[src/rtl/stream_rr_arbiter.sv]
// Round-robin merge of NUM_REQ valid/ready packet streams into one registered stream.
// Packets are never interleaved; the output is tagged with the source index.
module stream_rr_arbiter #(
    parameter int unsigned  NUM_REQ    = 4,
    parameter int unsigned  DATA_WIDTH = 32,
    localparam int unsigned SRC_WIDTH  = $clog2(NUM_REQ)
) (
    input  logic                          clk,
    input  logic                          rst,
    input  logic [NUM_REQ*DATA_WIDTH-1:0] req_data,
    input  logic [NUM_REQ-1:0]            req_last,
    input  logic [NUM_REQ-1:0]            req_valid,
    output logic [NUM_REQ-1:0]            req_ready,
    output logic [DATA_WIDTH-1:0]         out_data,
    output logic [SRC_WIDTH-1:0]          out_src,
    output logic                          out_last,
    output logic                          out_valid,
    input  logic                          out_ready
);

    localparam logic [0:0] IDLE   = 1'b0;
    localparam logic [0:0] LOCKED = 1'b1;

    localparam logic [SRC_WIDTH-1:0] LAST_IDX = SRC_WIDTH'(NUM_REQ - 1);

    logic [0:0]            state;
    logic [0:0]            state_nxt;
    logic [SRC_WIDTH-1:0]  owner;
    logic [SRC_WIDTH-1:0]  owner_nxt;
    logic [SRC_WIDTH-1:0]  rr_ptr;
    logic [SRC_WIDTH-1:0]  rr_ptr_nxt;
    logic [DATA_WIDTH-1:0] out_data_nxt;
    logic [SRC_WIDTH-1:0]  out_src_nxt;
    logic                  out_last_nxt;
    logic                  out_valid_nxt;

    logic                  load_en;
    logic                  rr_hit;
    logic [SRC_WIDTH-1:0]  rr_grant;
    logic                  grant_vld;
    logic [SRC_WIDTH-1:0]  grant;
    logic [DATA_WIDTH-1:0] sel_data;
    logic                  sel_last;
    logic                  xfer;

    assign load_en = !out_valid || out_ready;

    // Rotating priority: the lowest valid index overall is the wrap-around fallback,
    // overridden by the lowest valid index at or above rr_ptr.
    always_comb begin
        rr_hit   = 1'b0;
        rr_grant = '0;
        for (int i = int'(NUM_REQ) - 1; i >= 0; i--) begin
            if (req_valid[i]) begin
                rr_hit   = 1'b1;
                rr_grant = SRC_WIDTH'(i);
            end
        end
        for (int i = int'(NUM_REQ) - 1; i >= 0; i--) begin
            if (req_valid[i] && (SRC_WIDTH'(i) >= rr_ptr)) begin
                rr_grant = SRC_WIDTH'(i);
            end
        end
    end

    assign grant     = (state == LOCKED) ? owner : rr_grant;
    assign grant_vld = (state == LOCKED) || rr_hit;

    // Per-requester ready and payload select, one-hot on grant.
    always_comb begin
        req_ready = '0;
        sel_data  = '0;
        sel_last  = 1'b0;
        for (int i = 0; i < int'(NUM_REQ); i++) begin
            if (grant == SRC_WIDTH'(i)) begin
                req_ready[i] = grant_vld && load_en && rst;
                sel_data     = req_data[i*DATA_WIDTH +: DATA_WIDTH];
                sel_last     = req_last[i];
            end
        end
    end

    assign xfer = |(req_valid & req_ready);

    // Next-state: lock on a non-last beat, release and rotate on the last beat.
    always_comb begin
        state_nxt     = state;
        owner_nxt     = owner;
        rr_ptr_nxt    = rr_ptr;
        out_data_nxt  = out_data;
        out_src_nxt   = out_src;
        out_last_nxt  = out_last;
        out_valid_nxt = out_valid;

        if (xfer) begin
            out_data_nxt  = sel_data;
            out_src_nxt   = grant;
            out_last_nxt  = sel_last;
            out_valid_nxt = 1'b1;
            if (sel_last) begin
                state_nxt  = IDLE;
                rr_ptr_nxt = (grant == LAST_IDX) ? '0 : grant + SRC_WIDTH'(1);
            end else begin
                state_nxt = LOCKED;
                owner_nxt = grant;
            end
        end else if (out_ready) begin
            out_valid_nxt = 1'b0;
        end
    end

    always_ff @(posedge clk or negedge rst) begin
        if (!rst) begin
            state     <= IDLE;
            owner     <= '0;
            rr_ptr    <= '0;
            out_data  <= '0;
            out_src   <= '0;
            out_last  <= 1'b0;
            out_valid <= 1'b0;
        end else begin
            state     <= state_nxt;
            owner     <= owner_nxt;
            rr_ptr    <= rr_ptr_nxt;
            out_data  <= out_data_nxt;
            out_src   <= out_src_nxt;
            out_last  <= out_last_nxt;
            out_valid <= out_valid_nxt;
        end
    end

endmodule

[config.mk]
export PLATFORM = sky130hd
export DESIGN_NAME = stream_rr_arbiter
export DESIGN_NICKNAME = d
export VERILOG_FILES = /design/src/rtl/stream_rr_arbiter.sv
export SDC_FILE = /design/constraint.sdc
export NUM_CORES = 1
export LEC_CHECK = 0
export CAP_MARGIN = 30
export CORE_UTILIZATION = 29
export DETAILED_ROUTE_END_ITERATION = 10
export PLACE_DENSITY_LB_ADDON = 0.2
export SYNTH_ARGS = -nofsm -noshare
export SYNTH_HDL_FRONTEND = slang
export SYNTH_SLANG_ARGS = --single-unit
[constraint.sdc]
create_clock -name clk -period 3.38 [get_ports clk]
set_input_delay 0.676 -clock clk [delete_from_list [all_inputs] [get_ports clk]]
set_output_delay 0.676 -clock clk [all_outputs]
set_load 0.05 [all_outputs]
Yosys cells after proc, flatten, opt, wreduce, memory -nomap -nowiden
Index checks and enable logic that the tools add are counted.
{ "classes": {"addsub": 1, "mul": 0, "div": 0, "magnitude_cmp": 4, "eq_ne": 3, "shifts": 0, "mux": 29, "bitwise": 2, "n_reduce_logical": 14} }
{ "ops": {"columns": ["op", "count"], "rows": [
  ["$mux W32", 4],
  ["$mux W2", 10],
  ["$mux W1", 15],
  ["$logic_and A1 B1 Y1", 6],
  ["$and A4 B4 Y4", 1],
  ["$eq A2 B2 Y1 const B", 2],
  ["$ge A1 B2 Y1 const A", 2],
  ["$ge A2 B2 Y1 const A", 2],
  ["$reduce_and A2 Y1", 2],
  ["$reduce_or A4 Y1", 1],
  ["$add A2 B1 Y2 const B", 1],
  ["$eq A2 B1 Y1 const B", 1],
  ["$logic_not A2 Y1", 1],
  ["$logic_or A1 B1 Y1", 2],
  ["$reduce_bool A2 Y1", 1],
  ["$logic_not A1 Y1", 1],
  ["$not A1 Y1", 1]
]} }
{ "word_totals": {"ff_bits": 41, "latchBits": 0, "ramBits": 0, "mem_bits_ro": 0, "in_bits": 139, "output_inout_bits": 40, "wordCells": 60, "n_memories": 0} }

Logic depth before layout (Yosys ltp)
Gate-level depths: netlist of the first run.
{ "depth": {"word_depth": 16, "mapped_depth": 11, "mapped_depth_nobuf": 9} }

Worst setup path before layout of the first run
No wires, ideal clock.
{ "synth_timing": {"path_kind": "input port to output port", "from": "input port req_valid[1]", "to": "output port req_ready[2]", "t_arrival_ns": 2.645, "t_required_ns": 2.704, "setup_slack_ns": 0.059, "cell_stages": 8, "n_path_buf": 2, "cell_sequence": "o211ai_1 -> a21oi_1 -> o31ai_1 -> ha_1 -> buf_4 -> inv_1 -> clkbuf_1 -> nor2_1"} }
{ "synth_between": {"elab_chain_cells": 9, "elab_cells_between_ends": 15, "cone_classes": "1 x eq/ne; 10 x mux; 4 x reduce/logical"} }
{ "synth_rtl": {"columns": ["element", "line_no", "text"], "rows": [
  ["from (decl)", "12", "input logic [NUM_REQ-1:0] req_valid,"],
  ["$mux W2 (2 in a row)", "54", "if (req_valid[i]) begin"],
  ["$mux W2 (2 in a row)", "60", "if (req_valid[i] && (SRC_WIDTH'(i) >= rr_ptr)) begin"],
  ["$mux W2 (*) (2 in a row)", "60", null],
  ["$mux W2 (*)", "66", "assign grant = (state == LOCKED) ? owner : rr_grant;"],
  ["net grant[1]", "41", "logic [SRC_WIDTH-1:0] grant;"],
  ["$eq A2 B2 Y1 (*)", "75", "if (grant == SRC_WIDTH'(i)) begin"],
  ["$mux W1 (*)", "75", null],
  ["to (decl)", "13", "output logic [NUM_REQ-1:0] req_ready,"]
]} }
The timed path passes the listed nets; every way through them passes the cells marked *.

Worst setup path after layout of the first run
{ "layout_timing": {"from": "input port req_valid[2]", "to": "output port req_ready[0]"} }
{ "layout_between": {"elab_chain_cells": 10, "elab_cells_between_ends": 17, "cone_classes": "12 x mux; 5 x reduce/logical"} }
{ "layout_rtl": {"columns": ["element", "line_no"], "rows": [
  ["$mux W2 (3 in a row)", "54"],
  ["$mux W2", "60"],
  ["$mux W2 (*) (3 in a row)", "60"],
  ["$mux W2 (*)", "66"],
  ["net grant[0]", "41"],
  ["$logic_not A2 Y1 (*)", "75"],
  ["$mux W1 (*)", "75"]
]} }
Marked as above.

==> impl_metrics.py, run 1 <==
metrics = {
    "status": {
        "status": "finished, violations left",
        "violations": "DRC",
    },
    "clock_tree": {
        "cts_max_level": 2,
        "cts-root-buf": "clkbuf_8",
        "numClockSinks": 41,
        "cts.path.max_buffers": 2,
        "clkTransAtPathRegs_ns": 0.08,
        "cts_tree": "yes",
        "clock_latency_ns": 0.30,
        "cts_hold_buf": 0,
        "cts_buffers": 5,
    },
    "layout": {
        "fillers": 807,
        "area_growth_pct": 82.2,
        "drive_gt1_frac": 0.127,
        "diodes": 0,
        "nets": 613,
        "fin_cells": 579,
        "seqCellArea_um2": 1030,
        "multi_input_area_um2": 1550,
    },
    "logic_synthesis": {
        "dominantRegCellSynth": "dfrtp_1",
        "synthCells": 281,
        "ys_warn_count": 0,
        "synth-xor-area-share": 0,
        "synth_fa_ha_area_frac": 0.0187,
        "synth_edf_count": 0,
        "synth_top_area_cell": "dfrtp_1",
        "ys_types": 32,
        "synth_seq_cells": 41,
        "muxShareOfSynthArea": 0.162,
        "synth-seq-area-share": 0.382,
        "synth_top_family_by_area": "compound AO/OA/AOI/OAI gates",
        "synthTopCellsByArea": "dfrtp_1 38%, mux2_1 13%, a221oi_1 10%, o31ai_1 9.0%, nand2_1 5.2%",
        "postSynthAreaPerCell_um2": 9.55,
        "syn-cell-area_um2": 2680,
        "synth_top_area_share": 0.382,
        "async_flop_share": 1.00,
        "synth-compound-area-share": 0.245,
        "synth_simple_gate_area_frac": 0.138,
        "synth_fp_nets": 424,
    },
    "worst_hold_path": {
        "hold_class": "primary input to asynchronous set/reset pin",
    },
    "run": {
        "max-cap-violations": 0,
    },
    "worst_setup_path": {
        "r2r_start": "rr_ptr[1]",
        "reg2reg_depth": 12,
        "start_kind": "primary input",
        "crit_path_start": "req_valid[2]",
        "endpoint_kind": "output pin",
        "crit_type": "primary input to output pin",
        "cp.arrival_ns": 2.59,
        "cp_max_fo": 4,
        "cp.required_ns": 2.70,
    },
    "timing": {
        "grt_setup_unrepaired": "true",
        "fin_crit_sh": 0.966,
        "fmax_ghz": 0.306,
        "drv_slew": 0,
        "setup_ws_ns": 0.113,
        "setup_viol": 0,
        "tightestPinTransition_ns": 0.550,
        "hold_violations": 0,
        "clock-skew-final_ns": 0.00363,
        "slew_headroom": 0.632,
        "period_needed_ns": 3.27,
    },
    "route": {
        "drc_errors": 10,
        "vias": 2961,
        "initialDrtViolationCount": 116,
        "drtPass1Iterations": 7,
        "avgViaCountPerCell": 5.11,
        "top_layer": "met4",
        "final_antenna_net_count": 0,
        "wl_met3_um": 674,
        "wl_met2_um": 4890,
        "wl_um": 9600,
        "m1WireLength_um": 3890,
        "wire_per_inst_um": 16.6,
    },
    "die": {
        "core_um2": 8850,
        "dieHeight_um": 98.2,
        "pin_count": 179,
        "design.die.area_um2": 9640,
        "die_x_um": 98.2,
        "initial_utilization": 0.303,
        "fp-row-count": 34,
    },
    "power_and_ir_drop": {
        "p_sw_mw": 2.32,
        "seqPwrFrac": 0.180,
        "clock_power_share": 0.077,
        "ir_drop_mv": 0.538,
        "p_int_mw": 2.46,
        "combinationalPowerShare": 0.743,
        "switching_share": 0.486,
        "powerDensity_nw_per_um2": 979,
        "p_leak_nw": 1.97,
    },
    "global_route": {
        "grt_pass1_wl_um": 15100,
        "grt_usage": 0.198,
        "grt.overflow.total": 0,
        "grt_pass1_vias": 3044,
        "grt_max_degree": 40,
        "antenna_found_initial": 0,
    },
    "placed_design": {
        "routabilityCongestion": 0.854,
        "dp_slack_ns": -0.0704,
        "portBuffers": 178,
        "placed_cells": 570,
        "hpwl_um": 7340,
    },
}
-- through the flow --
stage | utilization | cell area, µm² | setup TNS (ns) | hold slack [ns] | power [mW]
final | 0.552 | 4890 | 0 | 0.185 | 4.78
after global routing | 0.552 | 4890 | -0.0422 | 0.175 | 5.13
after CTS | 0.549 | 4850 | 0 | 0.175 | 4.80
after detailed placement | 0.537 | 4750 | -1.10 | 0.481 | 4.42
after global placement | 0.537 | 4750 | -0.0491 | 0.472 | 4.36
after floorplan | - | 2680 | 0 | 0.380 | 3.12
-- worst max-delay path: stages --
cell	delay (ns)
clkdlybuf4s50_1	0.46
nand2b_1	0.10
a21oi_1	0.08
o41ai_2	0.41
inv_1	0.16
ha_2	0.25
buf_4	0.14
and2_1	0.13
buf_4	0.18
-- cell usage after synthesis, drive strengths merged (2+ instances only) --
master   n
dfrtp   41
buf      5
clkbuf  19
mux2    37
a21oi    6
nand2b   5
inv      7
ha       4
o211ai   3
and2     3
nor2    35
nand2   38
o31ai   32
a22oi    2
a221oi  32
-- final cells by class --
class / instances / share of cell area
Multi-Input combinational cell: 209 / 0.316
Timing Repair Buffer: 206 / 0.420
Sequential cell: 41 / 0.210
Inverter: 7 / 0.00537
Tap cell: 108 / 0.0276
Clock buffer: 7 / 0.0197
Clock inverter: 1 / 0.00102
-- power groups by stage --
stage	Sequential (mW)	Clock, mW	Combinational [mW]
final	0.862	0.367	3.55
after global routing	0.902	0.402	3.83
after CTS	0.866	0.378	3.55
after detailed placement	0.872	0	3.54
after global placement	0.870	0	3.49
after floorplan	1.57	0	1.55
-- registers in the layout, indices dropped and copies added, names as in the netlist --
| register | count |
|---|---|
| rr_ptr | 2 |
| out_last | 1 |
| state | 1 |
| out_valid | 1 |
| owner | 2 |
| out_data | 32 |
| out_src | 2 |
-- repair_timing --
item | in CTS | in global routing
gates cloned | 0 | 0
pin swaps | 1 | 3
resized for setup | 1 | 7
setup buffers | 0 | 1
endpoints found under the setup margin | 2 | 4
-- final timing paths --
check	end	slack (ns)
setup / recovery	req_ready[0]	0.11
hold / removal	rr_ptr[0]	0.18
setup reg to reg	out_data[21]	0.69
hold reg to reg	out_src[1]	0.49
max in group asynchronous	out_data[19]	2.48
min in group clk	out_src[1]	0.49
-- kinds of logic (layout without fill, tap and decap cells) --
group,count (synthesis),after routing
AND/OR/NAND/NOR,85,85
buffers and inverters,31,221
flip-flops,41,41
multiplexers,38,38
adder cells (fa/ha/maj),4,4
AO/OA/AOI/OAI,82,82
-- cells in the final DEF (no fill, tap or decap) --
cell type / instances
nand3b_1: 1
o21ai_0: 1
clkdlybuf4s50_1: 172
nand2_1: 37
clkbuf_8: 7
inv_1: 7
or4_4: 1
a21oi_1: 6
mux2_4: 2
ha_2: 3
ha_4: 1
o211a_4: 1
o21a_1: 1
dfrtp_1: 41
dlymetal6s2s_1: 1
nand2b_1: 5
nor2_1: 33
and2_1: 3
a22oi_1: 2
buf_4: 26
o211ai_1: 3
a21boi_0: 1
nor2_2: 1
o31ai_1: 32
a221oi_1: 32
o41ai_2: 1
a21o_1: 1
nor2_4: 1
buf_12: 6
nand2_4: 1
a22o_1: 1
nor2b_2: 1
mux2_1: 30
mux2_2: 5
mux2i_1: 1
buf_2: 1
and4b_4: 1
clkinv_2: 1
-- metal layers --
metal | global-route usage | vias up
li1 | - | 1428
met1 | 0.235 | 1411
met2 | 0.355 | 109
met3 | 0.0437 | 13
met4 | 0.0643 | 0
met5 | 0 | -
(Power assumes the default switching activity.)
==> inputs of run 2 (changes only) <==
--- a/config.mk
+++ b/config.mk
@@ -7,6 +7,7 @@
 export LEC_CHECK = 0
 export CAP_MARGIN = 30
 export CORE_UTILIZATION = 29
+export CTS_BUF_LIST = sky130_fd_sc_hd__clkbuf_4
 export DETAILED_ROUTE_END_ITERATION = 10
 export PLACE_DENSITY_LB_ADDON = 0.2
 export SYNTH_ARGS = -nofsm -noshare
==> impl_metrics.py, run 2 (synthesis gave the netlist of run 1 again) <==
metrics = {
    "layout": {
        "fin_cells": 579,
        "final_common_cell": "clkdlybuf4s50_1",
        "largest_reg_flops": 32,
        "drive_gt1_frac": 0.123,
        "area_growth_pct": 80.7,
        "diodes": 0,
        "final_cell_mix": "172 x clkdlybuf4s50_1, 41 x dfrtp_1, 37 x nand2_1, 33 x nor2_1",
        "regMostFlops": "out_data",
        "utilization": 0.548,
        "nets": 613,
    },
    "timing": {
        "hold_violations": 0,
        "fin_setup_tns_ns": 0,
        "period_needed_ns": 3.28,
        "fmax_ghz": 0.305,
        "fin_crit_sh": 0.971,
        "setup_viol": 0,
        "clock-skew-final_ns": 0.00760,
        "tightestPinTransition_ns": 0.546,
        "slew_headroom": 0.635,
        "drv_slew": 0,
    },
    "placed_design": {
        "placed_cells": 570,
        "routabilityCongestion": 0.854,
        "portBuffers": 178,
        "hpwl_um": 7340,
    },
    "global_route": {
        "grt.overflow.total": 0,
        "grt_pass1_wl_um": 15000,
        "antenna_found_initial": 0,
        "grt_usage": 0.197,
        "grt_max_degree": 40,
        "grt_pass1_vias": 3054,
    },
    "route": {
        "drc_errors": 10,
        "avgViaCountPerCell": 5.12,
        "final_antenna_net_count": 0,
        "initialDrtViolationCount": 113,
        "wire_per_inst_um": 16.6,
        "vias": 2965,
        "drtPass1Iterations": 8,
        "wl_um": 9640,
    },
    "die": {
        "initial_utilization": 0.303,
        "dieHeight_um": 98.2,
        "core_um2": 8850,
        "die_x_um": 98.2,
        "fp-row-count": 34,
        "design.die.area_um2": 9640,
        "pin_count": 179,
    },
    "worst_hold_path": {
        "hold_class": "primary input to asynchronous set/reset pin",
    },
    "worst_setup_path": {
        "cp.required_ns": 2.70,
        "cp_max_fo": 4,
        "endpoint_kind": "output pin",
        "cp.arrival_ns": 2.61,
        "start_kind": "primary input",
        "crit_type": "primary input to output pin",
    },
    "clock_tree": {
        "clock_latency_ns": 0.35,
        "cts_max_level": 2,
        "clkTransAtPathRegs_ns": 0.12,
        "cts_tree": "yes",
        "cts_buffers": 5,
        "cts.path.max_buffers": 2,
        "cts-root-buf": "clkbuf_4",
        "cts_hold_buf": 0,
        "numClockSinks": 41,
    },
    "power_and_ir_drop": {
        "p_leak_nw": 1.95,
        "p_total_mw": 4.67,
        "powerDensity_nw_per_um2": 964,
        "ir_drop_mv": 0.535,
    },
    "status": {
        "violations": "DRC",
        "status": "finished, violations left",
    },
    "run": {
        "max-cap-violations": 0,
    },
}
-- run 2: cell count changes in the layout (fill, tap and decap cells not counted) --
cell	change
clkbuf_4	+5
clkinv_1	+2
ha_2	-1
clkbuf_8	-7
ha_4	+1
-- run 2: area by class of cell --
cell class                 count  area [µm²]
clock inverter                 3        12.5
fill                         810        4000
multi-input combinational    209        1560
clock buffer                   5        37.5
inverter                       7        26.3
tap                          108         135
timing repair buffer         206        2050
sequential                    41        1030
-- run 2: final timing paths --
| path | start | endpoint | slack, ns | cells after the start |
|---|---|---|---|---|
| max in group asynchronous | rst | out_data[16] | 2.54 | 2 |
| setup reg to reg | rr_ptr[1] | out_data[21] | 0.70 | 12 |
| min in group clk | out_data[3] | out_data[3] | 0.50 | 1 |
| hold reg to reg | out_data[3] | out_data[3] | 0.50 | 1 |
| setup / recovery | req_valid[2] | req_ready[0] | 0.1 | 9 |
| hold / removal | rst | rr_ptr[0] | 0.12 | 1 |
-- run 2: metal layers --
| layer | GRT usage | vias to the layer above | share of wire |
|---|---|---|---|
| li1 | - | 1428 | - |
| met1 | 0.231 | 1417 | 0.40 |
| met2 | 0.357 | 107 | 0.51 |
| met3 | 0.0394 | 13 | 0.068 |
| met4 | 0.0643 | 0 | 0.017 |
| met5 | 0 | - | 0 |
-- run 2: worst max-delay path, cell delays in order --
cell,delay [ns]
clkdlybuf4s50_1,0.47
nand2b_1,0.10
a21oi_1,0.08
o41ai_2,0.41
inv_1,0.17
ha_2,0.25
buf_4,0.14
and2_1,0.13
buf_4,0.18
-- run 2: report_power, final --
group	switching [mW]	internal [mW]
registers	0.131	0.730
clock network	0.164	0.0755
logic	2.02	1.55
-- run 2: timing repair --
| item | CTS | global route |
|---|---|---|
| gates resized for setup | 1 | 8 |
| buffers inserted | 0 | 1 |
| pin swaps | 1 | 2 |
| setup endpoints to repair | 2 | 4 |
-- run 2: through the flow --
step | instance area, µm² | setup slack [ns] | hold WS, ns
final | 4850 | 0.0979 | 0.122
after global routing | 4850 | -0.0142 | 0.0961
after CTS | 4800 | 0.00486 | 0.108
after detailed placement | 4750 | -0.0704 | 0.481
after global placement | 4750 | -0.0491 | 0.472
after floorplan | 2680 | 0.0586 | 0.380
==> inputs of run 3 (changes only) <==
--- a/config.mk
+++ b/config.mk
@@ -6,7 +6,7 @@
 export NUM_CORES = 1
 export LEC_CHECK = 0
 export CAP_MARGIN = 30
-export CORE_UTILIZATION = 29
+export CORE_UTILIZATION = 30
 export CTS_BUF_LIST = sky130_fd_sc_hd__clkbuf_4
 export DETAILED_ROUTE_END_ITERATION = 10
 export PLACE_DENSITY_LB_ADDON = 0.2
==> impl_metrics.py, run 3 (synthesis gave the netlist of run 1 again) <==
metrics = {
    "route": {
        "initialDrtViolationCount": 148,
        "drc_errors": 0,
        "drtPass1Iterations": 5,
        "final_antenna_net_count": 0,
        "wl_um": 9490,
        "avgViaCountPerCell": 5.19,
        "vias": 3023,
        "wire_per_inst_um": 16.3,
    },
    "timing": {
        "slew_headroom": 0.627,
        "setup_viol": 0,
        "hold_violations": 0,
        "fin_setup_tns_ns": 0,
        "fin_crit_sh": 0.884,
        "setup_ws_ns": 0.392,
        "tightestPinTransition_ns": 0.556,
        "fmax_ghz": 0.335,
        "grt_setup_unrepaired": "false",
        "drv_slew": 0,
        "clock-skew-final_ns": 0.00925,
        "period_needed_ns": 2.99,
        "fin_worst_hold_slack_ns": 0.254,
    },
    "die": {
        "design.die.area_um2": 9320,
        "pin_count": 179,
        "initial_utilization": 0.309,
        "dieHeight_um": 96.6,
        "core_um2": 8680,
        "fp-row-count": 34,
        "die_x_um": 96.6,
    },
    "layout": {
        "largest_reg_flops": 32,
        "nets": 617,
        "final_common_cell": "clkdlybuf4s50_1",
        "diodes": 0,
        "seqCellArea_um2": 1030,
        "fin_cells": 583,
        "final_cell_area_um2": 4890,
        "drive_gt1_frac": 0.133,
        "fillers": 816,
        "regMostFlops": "out_data",
        "area_growth_pct": 82.3,
        "multi_input_area_um2": 1530,
        "utilization": 0.564,
        "final_cell_mix": "169 x clkdlybuf4s50_1, 41 x dfrtp_1, 37 x nand2_1, 34 x nor2_1, 32 x a221oi_1",
    },
    "global_route": {
        "grt_pass1_vias": 2983,
        "antenna_found_initial": 0,
        "grt.overflow.total": 0,
        "grt_pass1_wl_um": 14200,
        "grt_max_degree": 37,
        "grt_usage": 0.203,
    },
    "placed_design": {
        "routabilityCongestion": 0.769,
        "dp_slack_ns": -0.164,
        "portBuffers": 178,
        "placed_area_um2": 4770,
        "hpwl_um": 7340,
        "placed_cells": 573,
    },
    "worst_setup_path": {
        "cp.required_ns": 2.70,
        "start_kind": "primary input",
        "slowest_stage": "o41ai_2",
        "critPathMaxStageDelay_ns": 0.36,
        "cp_common_cell": "buf_4",
        "cp_max_fo": 8,
        "endpoint_kind": "output pin",
        "cp.arrival_ns": 2.31,
        "crit_type": "primary input to output pin",
        "crit_path_cell_trace": "dlymetal6s2s_1, nand2b_1, nor2_1, o41ai_2, buf_4, ha_2, buf_4, buf_4, and2_4, buf_12",
    },
    "power_and_ir_drop": {
        "p_leak_nw": 2.01,
        "p_total_mw": 4.78,
        "ir_drop_mv": 0.504,
        "powerDensity_nw_per_um2": 977,
    },
    "clock_tree": {
        "clkTransAtPathRegs_ns": 0.12,
        "cts_tree": "yes",
        "cts_hold_buf": 0,
        "cts.path.max_buffers": 2,
        "cts_max_level": 2,
        "clock_latency_ns": 0.35,
        "cts_buffers": 5,
        "cts-root-buf": "clkbuf_4",
        "numClockSinks": 41,
    },
    "worst_hold_path": {
        "hold_class": "primary input to asynchronous set/reset pin",
    },
    "status": {
        "status": "finished clean",
    },
    "run": {
        "max-cap-violations": 0,
    },
}
-- run 3: cell type report --
class | count | share of cell area
clock buffers | 6 | 0.00921
clock inverters | 2 | 0.00691
inverters | 7 | 0.00537
multi-input cells | 209 | 0.313
flip-flops and latches | 41 | 0.210
well taps | 108 | 0.0276
repair buffers | 210 | 0.428
-- run 3: critical path: cells and delay by family --
kind,cells,cell delay [ns]
simple gates,3,0.32
buf+inv,5,0.77
fa+ha+maj,1,0.20
compound gates,1,0.36
-- run 3: worst paths after layout --
| check | startpoint | slack, ns | end | depth (start not counted) |
|---|---|---|---|---|
| hold / removal | rst | 0.25 | out_valid | 1 |
| hold reg to reg | out_data[15] | 0.50 | out_data[15] | 1 |
| max in group asynchronous | rst | 2.41 | state | 2 |
| setup reg to reg | rr_ptr[0] | 0.70 | out_data[19] | 11 |
| min in group clk | out_data[15] | 0.50 | out_data[15] | 1 |
| setup / recovery | req_valid[0] | 0.39 | req_ready[1] | 10 |
-- run 3: what timing repair did --
action | CTS | global route
setup buffers | 2 | 0
endpoints found under the setup margin | 4 | 4
resized for setup | 0 | 9
pin swaps | 2 | 1
-- run 3: metal layers --
metal | GRT usage | vias up | share of wire
met5 | 0 | - | 0
met4 | 0.0662 | 0 | 0.023
met3 | 0.0446 | 16 | 0.071
met2 | 0.377 | 115 | 0.51
met1 | 0.229 | 1459 | 0.39
li1 | - | 1433 | -
-- run 3: power by group --
part           switching, mW  internal, mW  leakage [nW]
registers              0.143         0.730         0.507
logic                   2.01          1.57          1.46
clock network          0.160         0.162        0.0433
total                   2.32          2.46          2.01
